===== src/rtl/ps2_pkg.sv =====
// -----------------------------------------------------------------------------
// ps2_pkg
//   Shared definitions for the PS/2 keyboard decoder:
//     - scan-code constants for the break/extended prefixes and modifier keys
//     - frame receiver state encoding
//     - 18-bit key event layout {ascii[17:10], scan[9:2], brk[1], ext[0]}
//     - keymap(): scan code set 2 -> lower-case ASCII, 0 = unmapped
//     - is_modifier(): keys that never produce ASCII
// -----------------------------------------------------------------------------
package ps2_pkg;

   localparam logic [7:0] SC_BREAK  = 8'hF0;
   localparam logic [7:0] SC_EXT    = 8'hE0;
   localparam logic [7:0] SC_LSHIFT = 8'h12;
   localparam logic [7:0] SC_RSHIFT = 8'h59;
   localparam logic [7:0] SC_CAPS   = 8'h58;

   typedef enum logic [1:0] {
      ST_IDLE   = 2'd0,
      ST_DATA   = 2'd1,
      ST_PARITY = 2'd2,
      ST_STOP   = 2'd3
   } frame_state_t;

   typedef struct packed {
      logic [7:0] ascii;
      logic [7:0] scan;
      logic       brk;
      logic       ext;
   } kbd_event_t;

   localparam int EVENT_W = $bits(kbd_event_t);

   // Constant keymap so the design elaborates without an external memory image.
   function automatic logic [7:0] keymap(input logic [7:0] scan);
      logic [7:0] a;
      case (scan)
         8'h1C: a = 8'h61;  8'h32: a = 8'h62;  8'h21: a = 8'h63;  8'h23: a = 8'h64;
         8'h24: a = 8'h65;  8'h2B: a = 8'h66;  8'h34: a = 8'h67;  8'h33: a = 8'h68;
         8'h43: a = 8'h69;  8'h3B: a = 8'h6A;  8'h42: a = 8'h6B;  8'h4B: a = 8'h6C;
         8'h3A: a = 8'h6D;  8'h31: a = 8'h6E;  8'h44: a = 8'h6F;  8'h4D: a = 8'h70;
         8'h15: a = 8'h71;  8'h2D: a = 8'h72;  8'h1B: a = 8'h73;  8'h2C: a = 8'h74;
         8'h3C: a = 8'h75;  8'h2A: a = 8'h76;  8'h1D: a = 8'h77;  8'h22: a = 8'h78;
         8'h35: a = 8'h79;  8'h1A: a = 8'h7A;
         8'h45: a = 8'h30;  8'h16: a = 8'h31;  8'h1E: a = 8'h32;  8'h26: a = 8'h33;
         8'h25: a = 8'h34;  8'h2E: a = 8'h35;  8'h36: a = 8'h36;  8'h3D: a = 8'h37;
         8'h3E: a = 8'h38;  8'h46: a = 8'h39;
         8'h29: a = 8'h20;  8'h5A: a = 8'h0D;  8'h66: a = 8'h08;  8'h0D: a = 8'h09;
         8'h76: a = 8'h1B;  8'h41: a = 8'h2C;  8'h49: a = 8'h2E;  8'h4E: a = 8'h2D;
         default: a = 8'h00;
      endcase
      return a;
   endfunction

   function automatic logic is_modifier(input logic [7:0] scan);
      return (scan == SC_LSHIFT) || (scan == SC_RSHIFT) || (scan == SC_CAPS);
   endfunction

endpackage


===== src/rtl/ps2_event_fifo.sv =====
// -----------------------------------------------------------------------------
// ps2_event_fifo
//   Show-ahead FIFO for key events. The head entry is presented on o_head
//   while o_empty is low; a pop consumes it. A push while full is accepted
//   only if a pop happens in the same cycle.
//   Ports:
//     clk, clrn        clock, asynchronous active-low reset
//     i_push, i_data   write request and data
//     o_full           no free entry
//     i_pop            consume head (ignored when empty)
//     o_empty          no entry held
//     o_head           current head entry (undefined when empty)
// -----------------------------------------------------------------------------
module ps2_event_fifo #(
   parameter int DEPTH = 8,
   parameter int WIDTH = 18
) (
   input  logic             clk,
   input  logic             clrn,
   input  logic             i_push,
   input  logic [WIDTH-1:0] i_data,
   output logic             o_full,
   input  logic             i_pop,
   output logic             o_empty,
   output logic [WIDTH-1:0] o_head
);

   localparam int AW = $clog2(DEPTH);

   logic [WIDTH-1:0] r_mem [DEPTH];
   logic [AW-1:0]    r_wr_ptr;
   logic [AW-1:0]    r_rd_ptr;
   logic [AW:0]      r_count;
   logic             w_do_push;
   logic             w_do_pop;

   assign o_full    = (r_count == (AW+1)'(DEPTH));
   assign o_empty   = (r_count == '0);
   assign w_do_pop  = i_pop & ~o_empty;
   assign w_do_push = i_push & (~o_full | w_do_pop);
   assign o_head    = r_mem[r_rd_ptr];

   // NOTE: storage has no reset; an entry is only observable once the count
   // says it was written, so clearing it would only cost reset fan-out.
   always_ff @(posedge clk) begin
      if (w_do_push) r_mem[r_wr_ptr] <= i_data;
   end

   // NOTE: state is updated with <= so every flop samples pre-edge values;
   // blocking assignments here would make results depend on statement order.
   // Pointers are AW bits wide, so they wrap modulo DEPTH on their own.
   always_ff @(posedge clk or negedge clrn) begin
      if (!clrn) begin
         r_wr_ptr <= '0;
         r_rd_ptr <= '0;
         r_count  <= '0;
      end else begin
         if (w_do_push) r_wr_ptr <= r_wr_ptr + AW'(1);
         if (w_do_pop)  r_rd_ptr <= r_rd_ptr + AW'(1);
         case ({w_do_push, w_do_pop})
            2'b10:   r_count <= r_count + (AW+1)'(1);
            2'b01:   r_count <= r_count - (AW+1)'(1);
            default: r_count <= r_count;
         endcase
      end
   end

endmodule


===== src/rtl/ps2_kbd_decoder.sv =====
// -----------------------------------------------------------------------------
// ps2_kbd_decoder
//   PS/2 keyboard receiver and decoder. Synchronises ps2_clk/ps2_data, frames
//   bytes on ps2_clk falling edges (start / 8 data LSB-first / odd parity /
//   stop), folds F0/E0 prefixes into the following key, tracks Shift and
//   CapsLock, maps scan codes to ASCII and queues events for a valid/ready
//   consumer.
//   Ports:
//     clk, clrn                 clock, asynchronous active-low reset
//     ps2_clk, ps2_data         raw keyboard lines (asynchronous)
//     out_valid / out_ready     event handshake; fields are 0 when not valid
//     out_ascii, out_scan       head event ASCII (0 if none) and scan code
//     out_brk, out_ext          head event is a release / carried E0
//     shift, caps               live modifier state
//     frame_err                 1-cycle pulse: bad frame or timeout
//     overflow                  1-cycle pulse: event dropped, queue full
// -----------------------------------------------------------------------------
module ps2_kbd_decoder
   import ps2_pkg::*;
#(
   parameter int FIFO_DEPTH  = 8,
   parameter int SYNC_STAGES = 2,
   parameter int TIMEOUT_CYC = 50000
) (
   input  logic       clk,
   input  logic       clrn,
   input  logic       ps2_clk,
   input  logic       ps2_data,
   output logic       out_valid,
   input  logic       out_ready,
   output logic [7:0] out_ascii,
   output logic [7:0] out_scan,
   output logic       out_brk,
   output logic       out_ext,
   output logic       shift,
   output logic       caps,
   output logic       frame_err,
   output logic       overflow
);

   localparam int TO_W = $clog2(TIMEOUT_CYC + 1);

   // ---------------- synchroniser and falling-edge detect ----------------
   // Reset to 1 (idle bus level) so releasing reset never fakes an edge.
   logic [SYNC_STAGES-1:0] r_clk_sync;
   logic [SYNC_STAGES-1:0] r_dat_sync;
   logic                   r_clk_last;
   logic                   w_clk_s;
   logic                   w_dat_s;
   logic                   w_fall;

   always_ff @(posedge clk or negedge clrn) begin
      if (!clrn) begin
         r_clk_sync <= '1;
         r_dat_sync <= '1;
         r_clk_last <= 1'b1;
      end else begin
         r_clk_sync <= {r_clk_sync[SYNC_STAGES-2:0], ps2_clk};
         r_dat_sync <= {r_dat_sync[SYNC_STAGES-2:0], ps2_data};
         r_clk_last <= w_clk_s;
      end
   end

   assign w_clk_s = r_clk_sync[SYNC_STAGES-1];
   assign w_dat_s = r_dat_sync[SYNC_STAGES-1];
   assign w_fall  = r_clk_last & ~w_clk_s;

   // ---------------- frame FSM ----------------
   frame_state_t r_state;
   frame_state_t w_next_state;
   logic [7:0]   r_sr;
   logic [2:0]   r_bit_cnt;
   logic         r_parity;
   logic [TO_W-1:0] r_to_cnt;
   logic         w_timeout;
   logic         w_byte_done;
   logic         w_err;
   logic         r_byte_vld;
   logic         r_frame_err;

   // Fires on the TIMEOUT_CYC-th consecutive cycle without a fall mid-frame.
   assign w_timeout = (r_state != ST_IDLE) && !w_fall &&
                      (r_to_cnt == TO_W'(TIMEOUT_CYC - 1));

   always_ff @(posedge clk or negedge clrn) begin
      if (!clrn) r_state <= ST_IDLE;
      else       r_state <= w_next_state;
   end

   // NOTE: every signal written in a combinational block gets a default first;
   // a path that leaves one unassigned would infer a latch.
   always_comb begin
      w_next_state = r_state;
      if (w_timeout) begin
         w_next_state = ST_IDLE;
      end else if (w_fall) begin
         case (r_state)
            ST_IDLE:   if (!w_dat_s) w_next_state = ST_DATA;
            ST_DATA:   if (r_bit_cnt == 3'd7) w_next_state = ST_PARITY;
            ST_PARITY: w_next_state = ST_STOP;
            ST_STOP:   w_next_state = ST_IDLE;
            default:   w_next_state = ST_IDLE;
         endcase
      end
   end

   always_comb begin
      w_byte_done = 1'b0;
      w_err       = 1'b0;
      if (w_timeout) begin
         w_err = 1'b1;
      end else if (w_fall) begin
         case (r_state)
            ST_IDLE: w_err = w_dat_s;
            ST_STOP: begin
               // Stop must be 1 and byte+parity must hold an odd number of ones.
               if (w_dat_s && (^{r_sr, r_parity})) w_byte_done = 1'b1;
               else                                 w_err       = 1'b1;
            end
            default: ;
         endcase
      end
   end

   always_ff @(posedge clk or negedge clrn) begin
      if (!clrn) begin
         r_sr        <= '0;
         r_bit_cnt   <= '0;
         r_parity    <= 1'b0;
         r_to_cnt    <= '0;
         r_byte_vld  <= 1'b0;
         r_frame_err <= 1'b0;
      end else begin
         r_byte_vld  <= w_byte_done;
         r_frame_err <= w_err;
         if (r_state == ST_IDLE || w_fall || w_timeout) r_to_cnt <= '0;
         else                                            r_to_cnt <= r_to_cnt + TO_W'(1);
         if (w_fall) begin
            case (r_state)
               ST_IDLE:   r_bit_cnt <= '0;
               ST_DATA: begin
                  r_sr      <= {w_dat_s, r_sr[7:1]};
                  r_bit_cnt <= r_bit_cnt + 3'd1;
               end
               ST_PARITY: r_parity <= w_dat_s;
               default:   ;
            endcase
         end
      end
   end

   // ---------------- decoder ----------------
   logic       r_brk;
   logic       r_ext;
   logic       r_shift_on;
   logic       r_caps_on;
   logic       r_caps_held;
   logic [7:0] w_rom;
   logic [7:0] w_ascii;
   logic       w_is_prefix;
   logic       w_push;
   logic       w_pop;
   logic       w_full;
   logic       w_empty;
   kbd_event_t w_event;
   logic [EVENT_W-1:0] w_head_raw;
   kbd_event_t w_head;
   logic       r_overflow;

   assign w_rom       = keymap(r_sr);
   assign w_is_prefix = (r_sr == SC_BREAK) || (r_sr == SC_EXT);
   assign w_push      = r_byte_vld & ~w_is_prefix;
   assign w_pop       = out_ready & ~w_empty;

   // Case folding uses shift/caps as they stood before this event updates them.
   always_comb begin
      w_ascii = 8'h00;
      if (!r_brk && !r_ext && !is_modifier(r_sr)) begin
         w_ascii = w_rom;
         if (w_rom >= 8'h61 && w_rom <= 8'h7A && (r_shift_on ^ r_caps_on))
            w_ascii = w_rom - 8'h20;
      end
   end

   assign w_event = {w_ascii, r_sr, r_brk, r_ext};

   always_ff @(posedge clk or negedge clrn) begin
      if (!clrn) begin
         r_brk       <= 1'b0;
         r_ext       <= 1'b0;
         r_shift_on  <= 1'b0;
         r_caps_on   <= 1'b0;
         r_caps_held <= 1'b0;
         r_overflow  <= 1'b0;
      end else begin
         r_overflow <= w_push & w_full & ~w_pop;
         if (r_byte_vld) begin
            if (r_sr == SC_BREAK) begin
               r_brk <= 1'b1;
            end else if (r_sr == SC_EXT) begin
               r_ext <= 1'b1;
            end else begin
               r_brk <= 1'b0;
               r_ext <= 1'b0;
               // Either Shift key's release clears shift.
               if (!r_ext && (r_sr == SC_LSHIFT || r_sr == SC_RSHIFT))
                  r_shift_on <= ~r_brk;
               // caps_held masks typematic repeats of a held CapsLock.
               if (r_sr == SC_CAPS) begin
                  if (r_brk) begin
                     r_caps_held <= 1'b0;
                  end else if (!r_caps_held) begin
                     r_caps_on   <= ~r_caps_on;
                     r_caps_held <= 1'b1;
                  end
               end
            end
         end
      end
   end

   ps2_event_fifo #(
      .DEPTH (FIFO_DEPTH),
      .WIDTH (EVENT_W)
   ) u_fifo (
      .clk     (clk),
      .clrn    (clrn),
      .i_push  (w_push),
      .i_data  (w_event),
      .o_full  (w_full),
      .i_pop   (w_pop),
      .o_empty (w_empty),
      .o_head  (w_head_raw)
   );

   assign w_head    = w_empty ? '0 : kbd_event_t'(w_head_raw);
   assign out_valid = ~w_empty;
   assign out_ascii = w_head.ascii;
   assign out_scan  = w_head.scan;
   assign out_brk   = w_head.brk;
   assign out_ext   = w_head.ext;
   assign shift     = r_shift_on;
   assign caps      = r_caps_on;
   assign frame_err = r_frame_err;
   assign overflow  = r_overflow;

endmodule


===== config.mk =====
export PLATFORM = sky130hd
export DESIGN_NAME = ps2_kbd_decoder
export DESIGN_NICKNAME = d
export VERILOG_FILES = /design/src/rtl/ps2_pkg.sv /design/src/rtl/ps2_event_fifo.sv /design/src/rtl/ps2_kbd_decoder.sv
export SDC_FILE = /design/constraint.sdc
export NUM_CORES = 1
export LEC_CHECK = 0
export BUFFER_PORTS_ARGS = -buffer_cell sky130_fd_sc_hd__buf_2
export CAP_MARGIN = 20
export CORE_MARGIN = 3
export CORE_UTILIZATION = 67
export DETAILED_ROUTE_END_ITERATION = 12
export PLACE_DENSITY = 0.83
export SLEW_MARGIN = 20
export SYNTH_ARGS = -nofsm -noshare
export SYNTH_HDL_FRONTEND = slang
export SYNTH_SLANG_ARGS = --single-unit

===== constraint.sdc =====
create_clock -name clk -period 11 [get_ports clk]
set_input_delay 2.75 -clock clk [delete_from_list [all_inputs] [get_ports clk]]
set_output_delay 2.75 -clock clk [all_outputs]
set_load 0.01 [all_outputs]

==> flow_metrics.tcl, run 1 <==
set metrics [dict create \
    status "complete, no violations" \
    die_x_um 122 \
    gp_congestion 0.955 \
    top_usage_layer "met2" \
    ff2ff_setup_slack_ps 6560 \
    path_cells "buf_4 > mux4_2 > mux2i_1 > nor2_1 > buf_2" \
    grt_pass1_wl_mm 31.5 \
    drt_iter0_markers 615 \
    met2_usage_pct 48.3 \
    pin_count 28 \
    cts_setup_buffers 0 \
    clk_pin_slew_ps 70 \
    cp-start-kind "flip-flop" \
    finalCritPeriodShare_pct 48.2 \
    cts_num_sinks 197 \
    slowest_delay_ps 620 \
    syn_nets 658 \
    antenna_found_initial 0 \
    vias 5613 \
    critical_path.endpoint_type "output port" \
    period_minus_slack_ps 5310 \
    synth-async-reset-ratio_pct 26.9 \
    grt_setup_unrepaired "false" \
    synthTopCellsByArea "edfxtp_1 (48%), dfrtp_1 (13%), mux4_2 (9.0%), ha_1 (2.8%), nor2_1 (2.5%)" \
    cts_buffers 17 \
    ys_seq_area_share_pct 62.7 \
    max_freq_mhz 188 \
    required_ps 8250 \
    fin_skew_ps 10.3 \
    finalMaxSlewViolations 0 \
    hold_path.class "reg -> reg" \
    ctsHoldBuffers 0 \
    synth.most_common_cell "edfxtp_1" \
    tns_ps 0 \
    synth_common_cells "edfxtp_1 (144), nor2_1 (59), dfrtp_1 (48)" \
    p_leak_uw 0.00368 \
    cts_buffer_depth 2 \
    synthToLayoutAreaGrowth_pct 10.5 \
    tightest_slew_ps 1060 \
    port-buffer-count 27 \
    hpwl_mm 11.7 \
    antenna_cells 0 \
    synth_edf_count 144 \
    synth-seq-cells 197 \
    wirelength_mm 20.2 \
    ant_nets 0 \
    die_area_um2 14900 \
    r2r_end "u_fifo.r_mem[6][16]" \
    syn-cell-area_um2 9020 \
    syn_inst 632 \
    cts_root_buf "clkbuf_16" \
    p_per_area_nw_per_um2 256 \
    fin_area_um2 9970 \
    r2r_start "r_sr[0]" \
    initial_core_util_pct 70.1 \
    utilization_pct 77.4 \
    htree_levels 4 \
    holdPathStages 0 \
    synth.avg_cell_area_um2 14.3 \
    die_height_um 122 \
    vdd_ir_drop_max_mv 0.158 \
    grt_use_met1_pct 37.4 \
    whs_endpoint "r_dat_sync[1]" \
    drive_gt1_share_pct 19.3 \
    grt_max_degree 54 \
    setup_viol 0 \
    ys_warn_count 0 \
    grt_usage_pct 29.0 \
    use_met3_pct 5.48 \
    viasPerCell 6.65 \
    synth.distinct_cells 64 \
    placed_area_um2 9340 \
    core_um2 12900 \
    hp-start "r_dat_sync[0]" \
    maxSlewHeadroom_pct 28.8 \
    clock_latency_ps 440 \
    wire_per_inst_um 24.0 \
    critPathKind "reg -> out" \
    drtPass1Iterations 5 \
    overflow 0 \
    fin_nets 685 \
    yosysTopAreaCell "edfxtp_1" \
    rows 41 \
    yosysTopAreaCellShare_pct 47.9 \
    cap_violations 0 \
    cts_tree "done" \
    fillers 677 \
    drcViolationCount 0 \
    r2r_cells 10 \
    ctsResizeCount 0 \
    worstPathArrival_ps 2560 \
    cp_max_fo 32 \
    grt_pass1_vias 5651 \
    hold_viol_final 0 \
    synth_ff_type "edfxtp_1" \
    crit_slowest_cell "mux4_2" \
]
==> power breakdown <==
part	total [uW]	switching (uW)	internal (uW)	leakage [uW]
Combinational	851	473	379	0.00137
Sequential	1040	137	904	0.00200
Clock	657	274	383	0.000307
Total	2550	883	1670	0.00368
==> final cells by class <==
class | count | area [um2] | share of cell area [%]
clock buffer | 17 | 425 | 4.27
clock inverter | 15 | 203 | 2.03
inverter | 19 | 71.3 | 0.715
multi-input combinational | 383 | 3150 | 31.6
sequential | 197 | 5660 | 56.8
tap | 172 | 215 | 2.16
timing repair buffer | 41 | 240 | 2.41
==> registers in the layout, indices dropped and copies added (netlist names) <==
signal and cells:
r_state 2, caps 1, r_ext 1, u_fifo.r_count 4, r_clk_last 1, r_bit_cnt 3
r_sr 8, u_fifo.r_rd_ptr 3, frame_err 1, shift 1, overflow 1, r_dat_sync 2
r_byte_vld 1, r_to_cnt 16, u_fifo.r_wr_ptr 3, r_brk 1, u_fifo.r_mem 144, r_parity 1
r_caps_held 1, r_clk_sync 2
==> metal layers <==
layer	vias to the layer above	routed length, um
li1	2443	-
met1	2779	7630
met2	328	10200
met3	63	1560
met4	0	789
met5	-	0
==> cells in the final DEF, fill, tap and decap left out, drive strengths merged, types with 10 or more instances in the layout <==
cell	netlist	routed
buf	16	41
xnor2	17	17
o21ai	27	27
edfxtp	144	144
ha	20	20
dfrtp	48	48
clkbuf	17	17
mux4	37	37
nand3	10	10
mux2i	22	22
nand2	42	42
xor2	13	13
inv	19	23
nor2	59	59
nor2b	11	11
a21oi	12	12
==> metrics by stage <==
stage / worst slack, ps / hold slack (ps) / power, uW / std cells
after global routing: 5500 / 361 / 2670 / 844
after CTS: 5620 / 359 / 2550 / 844
final: 5690 / 358 / 2550 / 844
after floorplan: 6010 / 345 / 1640 / 632
after detailed placement: 6080 / 349 / 1880 / 812
after global placement: 6190 / 347 / 1830 / 812
==> how the worst max path moves through the flow <==
stage,slack (ps),start,end
after CTS,5620,u_fifo.r_rd_ptr[0],out_ascii[5]
after global routing,5500,u_fifo.r_rd_ptr[0],out_ascii[5]
after detailed placement,6080,u_fifo.r_rd_ptr[0],out_ascii[7]
final,5690,u_fifo.r_rd_ptr[0],out_ascii[5]
after global placement,6190,u_fifo.r_rd_ptr[0],out_ascii[7]
after floorplan,6010,out_ready,u_fifo.r_mem[0][0]
==> cell families after synthesis <==
group,count (synthesis),share of synthesized area [%]
flops,197,62.7
xor+xnor,30,2.91
simple gates,173,9.25
mux,67,12.7
compound gates,92,6.91
buf+inv,52,2.54
fa+ha+maj,21,3.00
==> critical path, delay by kind of cell, from the launching register on <==
family                 cells  cell delay, ps
buffers and inverters      2             730
muxes                      2             790
DFF                        1             510
and+or+nand+nor            1              80
(Power assumes the default switching activity.)
==> inputs of run 2 (changes only) <==
--- a/config.mk
+++ b/config.mk
@@ -5,12 +5,13 @@
 export SDC_FILE = /design/constraint.sdc
 export NUM_CORES = 1
 export LEC_CHECK = 0
+export ABC_AREA = 1
 export BUFFER_PORTS_ARGS = -buffer_cell sky130_fd_sc_hd__buf_2
 export CAP_MARGIN = 20
 export CORE_MARGIN = 3
-export CORE_UTILIZATION = 67
+export CORE_UTILIZATION = 56
 export DETAILED_ROUTE_END_ITERATION = 12
-export PLACE_DENSITY = 0.83
+export PLACE_DENSITY = 0.74
 export SLEW_MARGIN = 20
 export SYNTH_ARGS = -nofsm -noshare
 export SYNTH_HDL_FRONTEND = slang
==> constraint.sdc (replaced) <==
create_clock -name clk -period 4.6 [get_ports clk]
set_input_delay 1.15 -clock clk [delete_from_list [all_inputs] [get_ports clk]]
set_output_delay 1.15 -clock clk [all_outputs]
set_load 0.01 [all_outputs]
==> flow_metrics.tcl, run 2 <==
set metrics [dict create \
    period_minus_slack_ps 3680 \
    yosysTopAreaCellShare_pct 47.7 \
    cts_buffers 17 \
    p_leak_uw 0.00396 \
    internal-power_uw 3710 \
    overflow 0 \
    fin_nets 954 \
    setup_viol 0 \
    synth_ff_type "edfxtp_1" \
    antenna_cells 0 \
    seqPwrFrac_pct 38.5 \
    met2_usage_pct 39.8 \
    synth.most_common_cell "nor2_1" \
    die_area_um2 17700 \
    die_x_um 133 \
    maxSlewHeadroom_pct 44.0 \
    cts_root_buf "clkbuf_16" \
    synthToLayoutAreaGrowth_pct 10.9 \
    comb_power_share_pct 38.5 \
    drcViolationCount 0 \
    ctsHoldBuffers 0 \
    hpwl_mm 12.8 \
    syn_inst 902 \
    synth.avg_cell_area_um2 10.0 \
    vdd_ir_drop_max_mv 0.352 \
    yosysTopAreaCell "edfxtp_1" \
    cp-start-kind "flip-flop" \
    tightest_slew_ps 839 \
    vias 6580 \
    drt_iter0_markers 826 \
    fin_area_um2 10000 \
    syn_nets 928 \
    required_ps 3450 \
    initial_core_util_pct 58.3 \
    ant_nets 0 \
    p_switching_uw 2480 \
    gp_congestion 0.941 \
    grt_pass1_vias 6515 \
    synth_edf_count 144 \
    grt_setup_unrepaired "false" \
    cts_buffer_depth 2 \
    cp_max_fo 74 \
    ys_warn_count 0 \
    max_freq_mhz 271 \
    clk_pin_slew_ps 70 \
    fin_hold_ws_ps 358 \
    ff2ff_setup_slack_ps 1250 \
    finalMaxSlewViolations 0 \
    worstPathArrival_ps 2530 \
    placed_area_um2 9440 \
    ctsResizeCount 0 \
    htree_levels 4 \
    finalCritPeriodShare_pct 80.1 \
    drive_gt1_share_pct 11.2 \
    grt_use_met1_pct 31.5 \
    final_common_cell "nor2_1" \
    sw_frac_of_total_pct 40.1 \
    fin_skew_ps 12.0 \
    synth-async-reset-ratio_pct 26.9 \
    largest_reg_flops 144 \
    cap_violations 0 \
    largest_register "u_fifo.r_mem" \
    cts_setup_buffers 0 \
    grt_pass1_wl_mm 33.0 \
    port-buffer-count 27 \
    p_per_area_nw_per_um2 616 \
    top_usage_layer "met2" \
    clock_latency_ps 440 \
    antenna_found_initial 0 \
    synth-seq-cells 197 \
    utilization_pct 64.6 \
    clkPwrFrac_pct 23.0 \
    grt_usage_pct 23.7 \
    layout_setup_ws_ps 915 \
    cts_tree "done" \
    synth_common_cells "nor2_1 (165), edfxtp_1 (144), nand2_1 (131)" \
    drtPass1Iterations 5 \
    wire_per_inst_um 17.6 \
    synthTopCellsByArea "edfxtp_1 (48%), dfrtp_1 (13%), nor2_1 (6.8%), o21ai_0 (6.4%), nand2_1 (5.4%)" \
    grt_max_degree 75 \
    tns_ps 0 \
    hold_path.class "reg -> reg" \
    core_um2 15500 \
    pin_count 28 \
    hold_viol_final 0 \
    die_height_um 133 \
    cts_num_sinks 197 \
    ys_seq_area_share_pct 62.4 \
    use_met3_pct 3.97 \
    syn-cell-area_um2 9060 \
    pre_cts_slack_ps 1090 \
    status "complete, no violations" \
    synth.distinct_cells 40 \
    viasPerCell 5.71 \
    rows 45 \
    top_regs "u_fifo.r_mem x144, r_to_cnt x16, r_sr x8" \
    wirelength_mm 20.3 \
    final_cell_mix "nor2_1 (157), edfxtp_1 (144), nand2_1 (131)" \
    critPathKind "reg -> out" \
    critical_path.endpoint_type "output port" \
]
==> run 2: path summary, 6_finish.rpt <==
kind                                 endpoint                from  depth (start not counted)
max                               out_scan[5]  u_fifo.r_rd_ptr[0]                          6
min                             r_clk_sync[1]       r_clk_sync[0]                          0
max reg2reg                 u_fifo.r_count[3]             r_sr[1]                         15
min reg2reg                     r_clk_sync[1]       r_clk_sync[0]                          0
max in group asynchronous  u_fifo.r_rd_ptr[0]                clrn                          2
min in group asynchronous        r_to_cnt[11]                clrn                          1
==> run 2: kinds of logic after synthesis <==
| group | synth area share (%) |
|---|---|
| compound gates | 11.8 |
| xor+xnor | 1.16 |
| fa+ha+maj | 2.98 |
| buf+inv | 4.53 |
| flops | 62.4 |
| simple gates | 17.1 |
==> run 2: per-layer routing <==
metal,routed length [um],part of all wire (%)
met5,0,0
met4,367,1.8
met3,1180,5.8
met2,10000,49
met1,8750,43
==> run 2: worst max-delay path, cell delays in order (launching register included) <==
cell and delay [ps]:
dfrtp_2 360, buf_4 610, o21ai_0 210, o22ai_1 210
o21ai_0 120, a31oi_1 340, buf_2 200
==> run 2: per-stage QoR <==
stage               std cells  power (uW)
finish                   1152        6190
global route             1152        6580
CTS                      1151        6150
detailed placement       1119        4740
global placement         1119        4670
floorplan                 902        4000
==> run 2: final cells by class <==
cell class	count	area (um2)
Fill cell	1251	5490
Inverter	71	267
Multi-Input combinational cell	599	3020
Tap cell	211	264
Sequential cell	197	5660
Clock buffer	17	425
Clock inverter	15	144
Timing Repair Buffer	42	268
==> run 2: power groups by stage <==
| stage | Sequential, uW | Combinational, uW | Clock [uW] |
|---|---|---|---|
| 6_report | 2380 | 2380 | 1420 |
| 3_3_place_gp | 2400 | 2270 | 0 |
| 2_1_floorplan | 2310 | 1700 | 0 |
| 5_1_grt | 2410 | 2660 | 1510 |
| 3_5_place_dp | 2410 | 2320 | 0 |
| 4_1_cts | 2380 | 2330 | 1440 |
==> inputs of run 3 (changes only) <==
==> constraint.sdc (replaced) <==
create_clock -name clk -period 3.2 [get_ports clk]
set_input_delay 0.8 -clock clk [delete_from_list [all_inputs] [get_ports clk]]
set_output_delay 0.8 -clock clk [all_outputs]
set_load 0.01 [all_outputs]
==> flow_metrics.tcl, run 3 (synthesis gave the netlist of run 2 again) <==
set metrics [dict create \
    cts_setup_buffers 0 \
    drive_gt1_share_pct 12.5 \
    die_x_um 133 \
    p_leak_uw 0.00402 \
    p_per_area_nw_per_um2 881 \
    die_height_um 133 \
    grt_pass1_vias 6116 \
    drtPass1Iterations 5 \
    max_freq_mhz 335 \
    cts_num_sinks 197 \
    cts_root_buf "clkbuf_16" \
    rows 45 \
    fin_hold_ws_ps 357 \
    tightest_slew_ps 717 \
    ctsHoldBuffers 0 \
    grt_max_degree 73 \
    period_minus_slack_ps 2990 \
    grt_use_met1_pct 30.5 \
    antenna_found_initial 0 \
    top_regs "u_fifo.r_mem x144, r_to_cnt x16, r_sr x8" \
    critPathKind "reg -> out" \
    fin_skew_ps 9.69 \
    drcViolationCount 0 \
    htree_levels 4 \
    hpwl_mm 12.0 \
    antenna_cells 0 \
    top_usage_layer "met2" \
    port-buffer-count 27 \
    critical_path.endpoint_type "output port" \
    cts_buffer_depth 2 \
    gp_congestion 0.969 \
    cap_violations 0 \
    cts_buffers 17 \
    pin_count 28 \
    synthToLayoutAreaGrowth_pct 12.1 \
    drt_iter0_markers 609 \
    hold_path.class "reg -> reg" \
    tns_ps 0 \
    wirelength_mm 19.4 \
    wire_per_inst_um 16.7 \
    largest_register "u_fifo.r_mem" \
    cts_tree "done" \
    status "complete, no violations" \
    met2_usage_pct 36.6 \
    ctsResizeCount 0 \
    setup_viol 0 \
    maxSlewHeadroom_pct 52.2 \
    hold_viol_final 0 \
    die_area_um2 17700 \
    core_um2 15500 \
    grt_usage_pct 22.6 \
    final_common_cell "nor2_1" \
    overflow 0 \
    grt_pass1_wl_mm 31.5 \
    viasPerCell 5.54 \
    vias 6440 \
    grt_setup_unrepaired "false" \
    finalMaxSlewViolations 0 \
    cp-start-kind "flip-flop" \
    largest_reg_flops 144 \
    initial_core_util_pct 58.3 \
    utilization_pct 65.4 \
    clock_latency_ps 430 \
    cp_max_fo 72 \
    finalCritPeriodShare_pct 93.4 \
    required_ps 2400 \
    ant_nets 0 \
    clk_pin_slew_ps 70 \
    worstPathArrival_ps 2190 \
    vdd_ir_drop_max_mv 0.444 \
    use_met3_pct 4.38 \
    fin_nets 964 \
    final_cell_mix "nor2_1 (157), edfxtp_1 (144), nand2_1 (131)" \
]
run 3: cell types whose count changed in the layout (fill, tap and decap cells not counted), sizes merged:
cell      before  now
clkinvlp       2    4
inv           74   72
buf           42   52
run 3: worst max-delay path, cell delays in order, from the launching register on:
cell and delay (ps):
dfrtp_2 510, clkinv_1 110, buf_12 270, o21ai_0 140
o22ai_1 140, o21ai_0 90, a31oi_1 290, buf_2 200
run 3: layer usage:
layer | vias up | wire, um
met5 | - | 0
met2 | 223 | 9330
li1 | 3181 | -
met3 | 38 | 987
met4 | 0 | 439
met1 | 2998 | 8620
run 3: per-stage QoR:
stage	power, uW	setup WS, ps	instance area [um2]	std cells
after detailed placement	6930	382	9580	1130
after CTS	8960	63.7	10200	1162
final	8950	211	10200	1162
after global placement	6870	370	9580	1130
after global routing	9540	74.0	10200	1162
after floorplan	5760	305	9060	902
run 3: power breakdown:
group	switching (uW)	internal (uW)
sequential	181	3110
combinational	2390	1220
clock	957	1090
run 3: path summary, 6_finish.rpt:
path | to | from | depth (start not counted) | slack (ps)
max | out_scan[4] | u_fifo.r_rd_ptr[0] | 7 | 210
min | r_clk_sync[1] | r_clk_sync[0] | 0 | 360
max reg2reg | u_fifo.r_count[3] | r_sr[0] | 15 | 350
min reg2reg | r_clk_sync[1] | r_clk_sync[0] | 0 | 360
max in group asynchronous | u_fifo.r_rd_ptr[0] | clrn | 2 | 1990
min in group asynchronous | r_to_cnt[13] | clrn | 1 | 420
run 3: area by class of cell:
class	instances	area (um2)
Tap cell	211	264
Multi-Input combinational cell	599	3020
Sequential cell	197	5660
Timing Repair Buffer	52	373
Clock buffer	17	425
Fill cell	1232	5380
Clock inverter	15	151
Inverter	71	270
